**config.mk**
```make
export PLATFORM = sky130hd
export DESIGN_NAME = run_stream_tx
export DESIGN_NICKNAME = d
export VERILOG_FILES = /design/src/rtl/run_stream_tx.sv
export SDC_FILE = /design/constraint.sdc
export NUM_CORES = 1
export LEC_CHECK = 0
export BUFFER_PORTS_ARGS = -buffer_cell sky130_fd_sc_hd__buf_2
export CAP_MARGIN = 0
export CORE_MARGIN = 1
export CORE_UTILIZATION = 50
export DETAILED_ROUTE_END_ITERATION = 16
export PLACE_DENSITY = 0.71
export SLEW_MARGIN = 10
export SYNTH_ARGS = -nofsm -noshare
export SYNTH_HDL_FRONTEND = slang
export SYNTH_SLANG_ARGS = --single-unit
```
**constraint.sdc**
```tcl
create_clock -name clk -period 4.7 [get_ports clk]
set_input_delay 0.47 -clock clk [delete_from_list [all_inputs] [get_ports clk]]
set_output_delay 0.47 -clock clk [all_outputs]
set_load 0.01 [all_outputs]
```
**src/rtl/run_stream_tx.sv**
```systemverilog
// Serialises {bit, len} run commands from a 2-entry buffer onto a one-bit stream
// and counts emitted bits that complete a run of three consecutive 1s.
module run_stream_tx #(
  parameter int LEN_W = 4
) (
  input  logic             clk,
  input  logic             reset_n,
  input  logic             cmd_valid,
  input  logic             cmd_bit,
  input  logic [LEN_W-1:0] cmd_len,
  output logic             cmd_ready,
  input  logic             clr_count,
  output logic             out,
  output logic             out_valid,
  output logic             busy,
  output logic [7:0]       run3_count
);

  typedef enum logic {IDLE, SEND} state_t;

  state_t           state_q, state_d;
  logic             fifo_bit_q [2];
  logic [LEN_W-1:0] fifo_len_q [2];
  logic             wr_ptr_q, rd_ptr_q;
  logic [1:0]       count_q;
  logic             push, pop, fifo_empty;
  logic             head_bit;
  logic [LEN_W-1:0] head_len;
  logic [LEN_W-1:0] rem_q, rem_d;
  logic             cur_bit_q, cur_bit_d;
  logic             out_q, out_d;
  logic             out_valid_q, out_valid_d;
  logic [1:0]       hist_q;
  logic [7:0]       run3_q;

  assign fifo_empty = (count_q == 2'd0);
  assign cmd_ready  = (count_q != 2'd2);
  assign push       = cmd_valid & cmd_ready;
  assign head_bit   = fifo_bit_q[rd_ptr_q];
  assign head_len   = fifo_len_q[rd_ptr_q];

  always_ff @(posedge clk or negedge reset_n) begin
    if (!reset_n) begin
      for (int i = 0; i < 2; i++) begin
        fifo_bit_q[i] <= 1'b0;
        fifo_len_q[i] <= '0;
      end
      wr_ptr_q <= 1'b0;
      rd_ptr_q <= 1'b0;
      count_q  <= 2'd0;
    end else begin
      if (push) begin
        fifo_bit_q[wr_ptr_q] <= cmd_bit;
        fifo_len_q[wr_ptr_q] <= cmd_len;
        wr_ptr_q             <= ~wr_ptr_q;
      end
      if (pop) rd_ptr_q <= ~rd_ptr_q;
      case ({push, pop})
        2'b10:   count_q <= count_q + 2'd1;
        2'b01:   count_q <= count_q - 2'd1;
        default: count_q <= count_q;
      endcase
    end
  end

  // A pop only ever looks at the registered head, so same-edge pushes are never seen.
  always_comb begin
    state_d     = state_q;
    rem_d       = rem_q;
    cur_bit_d   = cur_bit_q;
    out_d       = 1'b0;
    out_valid_d = 1'b0;
    pop         = 1'b0;
    case (state_q)
      SEND: begin
        if (rem_q != '0) begin
          out_d       = cur_bit_q;
          out_valid_d = 1'b1;
          rem_d       = rem_q - LEN_W'(1);
        end else begin
          pop     = !fifo_empty;
          state_d = IDLE;
        end
      end
      default: pop = !fifo_empty;
    endcase
    // Zero-length heads are popped with no output, leaving the FSM in IDLE.
    if (pop && head_len != '0) begin
      out_d       = head_bit;
      out_valid_d = 1'b1;
      cur_bit_d   = head_bit;
      rem_d       = head_len - LEN_W'(1);
      state_d     = SEND;
    end
  end

  always_ff @(posedge clk or negedge reset_n) begin
    if (!reset_n) begin
      state_q     <= IDLE;
      rem_q       <= '0;
      cur_bit_q   <= 1'b0;
      out_q       <= 1'b0;
      out_valid_q <= 1'b0;
      hist_q      <= 2'b00;
      run3_q      <= 8'd0;
    end else begin
      state_q     <= state_d;
      rem_q       <= rem_d;
      cur_bit_q   <= cur_bit_d;
      out_q       <= out_d;
      out_valid_q <= out_valid_d;
      hist_q      <= out_valid_q ? {hist_q[0], out_q} : 2'b00;
      if (clr_count)
        run3_q <= 8'd0;
      else if (out_valid_q && out_q && hist_q == 2'b11 && run3_q != 8'hFF)
        run3_q <= run3_q + 8'd1;
    end
  end

  assign out        = out_q;
  assign out_valid  = out_valid_q;
  assign busy       = (state_q == SEND) || !fifo_empty;
  assign run3_count = run3_q;

endmodule

```
==> results.sh <==
export IMPL_postCtsSetupBuffers=0
export IMPL_endpoint_kind="flip-flop"
export IMPL_p_comb_frac=0.413
export IMPL_crit_fanout=8
export IMPL_syn_area_um2=1550
export IMPL_timing_slew_headroom=0.550
export IMPL_hold_viol=0
export IMPL_ys_warn_count=0
export IMPL_skew_ns=0.0109
export IMPL_ys_seq_area_frac=0.500
export IMPL_fmaxAchievable_mhz=402
export IMPL_setup_tns_final_ns=0
export IMPL_leakagePower_uw=0.000794
export IMPL_layout_drive_gt1_share=0.278
export IMPL_r2r_start="rd_ptr_q$_DFFE_PN0P_"
export IMPL_syn_inst=138
export IMPL_cp_required_ns=4.92
export IMPL_powerDensity_nw_per_um2=630
export IMPL_arrival_ns=2.71
export IMPL_layout_commonest_cell="dfrtp_1"
export IMPL_cts_max_level=2
export IMPL_fin_crit_sh=0.529
export IMPL_rr_endpoint="rem_q[2]$_DFFE_PN0P_"
export IMPL_seq_area_um2=776
export IMPL_maxCapViolCount=0
export IMPL_final_fill_count=258
export IMPL_outcome="complete, but fails checks"
export IMPL_grt_pass1_vias=1103
export IMPL_ys_types=35
export IMPL_final_cell_mix="dfrtp_1 (31), buf_2 (20), nor2_1 (14)"
export IMPL_vias=1147
export IMPL_r2r_cells=8
export IMPL_hold_slack_ns=0.171
export IMPL_maxSlewViolCount=0
export IMPL_cts_hold_buf=0
export IMPL_place_inst=186
export IMPL_p_sw_uw=410
export IMPL_detail_route_wl_per_cell_um=14.6
export IMPL_port_buffers=20
export IMPL_tightest_slew_ns=0.675
export IMPL_rsz0062_at_grt="no"
export IMPL_hpwl_um=2140
export IMPL_grt_max_degree=32
export IMPL_p_total_uw=1080
export IMPL_final_core_util=0.603
export IMPL_antenna_found_initial=0
export IMPL_routabilityCongestion=0.793
export IMPL_n_antenna_cell=0
export IMPL_start_util=0.544
export IMPL_path_class="flip-flop to flip-flop"
export IMPL_routed_wl_um=2810
export IMPL_drt_pass1_iter_count=10
export IMPL_fin_crit_ns=2.49
export IMPL_syn_num_nets=150
export IMPL_cts_sinks=31
export IMPL_fp_coreArea_um2=2850
export IMPL_multi_input_area_um2=734
export IMPL_die_w_um=57.7
export IMPL_switching_share=0.378
export IMPL_num_rows=19
export IMPL_track_usage=0.196
export IMPL_violations="DRC"
export IMPL_fin_cells=193
export IMPL_cts_tree="built"
export IMPL_min_path_type="input port to async pin"
export IMPL_pwr_share_seq=0.446
export IMPL_area_growth_pct=10.9
export IMPL_setup_worst_path_start_class="flip-flop"
export IMPL_intPower_uw=674
export IMPL_r2r_slack_ns=2.21
export IMPL_cts_resized=0
export IMPL_clkPwrFrac=0.140
export IMPL_finalSetupViolCount=0
export IMPL_synth_seq_cells=31
export IMPL_die_area_um2=3330
export IMPL_drc=1
export IMPL_layout_nets=174
export IMPL_root_buffer="clkbuf_4"
export IMPL_ir_drop_uv=410
export IMPL_avgSynthCellArea_um2=11.2
export IMPL_clk_pin_slew_ns=0.09
export IMPL_antenna_left=0
export IMPL_fp_dieH_um=57.7
export IMPL_clockBufferDepth=2
export IMPL_overflow=0
export IMPL_cts_made_buffers=5
export IMPL_routed_via_density=5.94
export IMPL_clk_latency_ns=0.33
export IMPL_first_iter_violations=50
export IMPL_num_io_pins=21
export IMPL_grt_first_pass_wirelength_um=4910
registers in the layout, summed over array words and instances, names as in the netlist:
name / flops
fifo_len_q: 8
run3_count: 8
rem_q: 4
count_q: 2
fifo_bit_q: 2
hist_q: 2
cur_bit_q: 1
out: 1
out_valid: 1
rd_ptr_q: 1
wr_ptr_q: 1
metrics by stage:
step / area, um^2 / setup slack, ns
2_1_floorplan: 1550 / 2.43
3_3_place_gp: 1660 / 2.37
3_5_place_dp: 1660 / 2.23
4_1_cts: 1720 / 2.21
5_1_grt: 1720 / 2.06
6_report: 1720 / 2.21
power groups by stage:
stage	logic (uW)	clock network, uW	registers [uW]
floorplan	386	0	454
global placement	426	0	480
detailed placement	450	0	489
CTS	453	157	484
global route	497	167	500
finish	448	152	484
worst max-delay path by stage:
| stage | end | startpoint | slack (ns) |
|---|---|---|---|
| 5_1_grt | rem_q[2]$_DFFE_PN0P_ | rd_ptr_q$_DFFE_PN0P_ | 2.06 |
| 4_1_cts | rem_q[2]$_DFFE_PN0P_ | rd_ptr_q$_DFFE_PN0P_ | 2.21 |
| 6_report | rem_q[2]$_DFFE_PN0P_ | rd_ptr_q$_DFFE_PN0P_ | 2.21 |
| 3_5_place_dp | rem_q[2]$_DFFE_PN0P_ | rd_ptr_q$_DFFE_PN0P_ | 2.23 |
| 2_1_floorplan | rem_q[2]$_DFFE_PN0P_ | rd_ptr_q$_DFFE_PN0P_ | 2.43 |
| 3_3_place_gp | rem_q[2]$_DFFE_PN0P_ | rd_ptr_q$_DFFE_PN0P_ | 2.37 |
critical path: stages (launching register included):
cell     delay (ns)
dfrtp_1        0.50
or4_4          0.59
o22ai_4        0.19
or2_1          0.25
a22oi_1        0.14
ha_1           0.25
nand3_1        0.09
o32ai_1        0.09
a311o_1        0.28
metal layers:
layer | GRT usage | part of all wire
met3 | 0.0603 | 0.052
met5 | 0 | 0
met4 | 0.0816 | 0.020
met2 | 0.326 | 0.51
met1 | 0.238 | 0.42
area by class of cell:
class / instances / area share
repair buffers: 20 / 0.0582
clock buffers: 6 / 0.0298
flip-flops and latches: 31 / 0.451
multi-input cells: 100 / 0.427
clock inverters: 1 / 0.00291
inverters: 4 / 0.00873
well taps: 31 / 0.0225
cell families (layout without fill, tap and decap cells):
kind of cell,count (synthesis),in the layout,share of synthesized area
AND/OR/NAND/NOR,48,48,0.159
flip-flops,31,31,0.500
AO/OA/AOI/OAI,22,22,0.115
multiplexers,16,16,0.114
XOR/XNOR,11,11,0.0621
buffers and inverters,7,31,0.0266
adder cells (fa/ha/maj),3,3,0.0242
Yosys cell counts:
cell type,n,area share
xor2_1,4,0.023
buf_1,1,0.0024
a21oi_1,6,0.019
dfrtp_1,31,0.50
mux2i_1,3,0.019
a21o_1,2,0.0097
o21ai_0,4,0.013
o21ai_1,2,0.0065
o221ai_1,1,0.0056
nand2_1,7,0.017
o32ai_1,1,0.0056
a22oi_1,1,0.0048
or4_4,1,0.0073
or3_1,1,0.0040
o41ai_4,1,0.018
xnor2_1,7,0.040
o41ai_1,1,0.0056
and4_1,1,0.0056
nand4_1,3,0.012
inv_1,4,0.0097
nand3_1,7,0.023
ha_1,3,0.024
and2_1,6,0.024
mux2_2,13,0.094
or4b_1,1,0.0065
or2_2,1,0.0040
o22ai_4,1,0.013
buf_6,2,0.015
nand2b_1,1,0.0040
nor2_2,1,0.0040
nor2_1,14,0.034
a311o_1,1,0.0065
o41a_1,1,0.0073
or2_1,1,0.0040
nor3_1,3,0.0097
No activity file was read; power rests on OpenSTA's default activity.
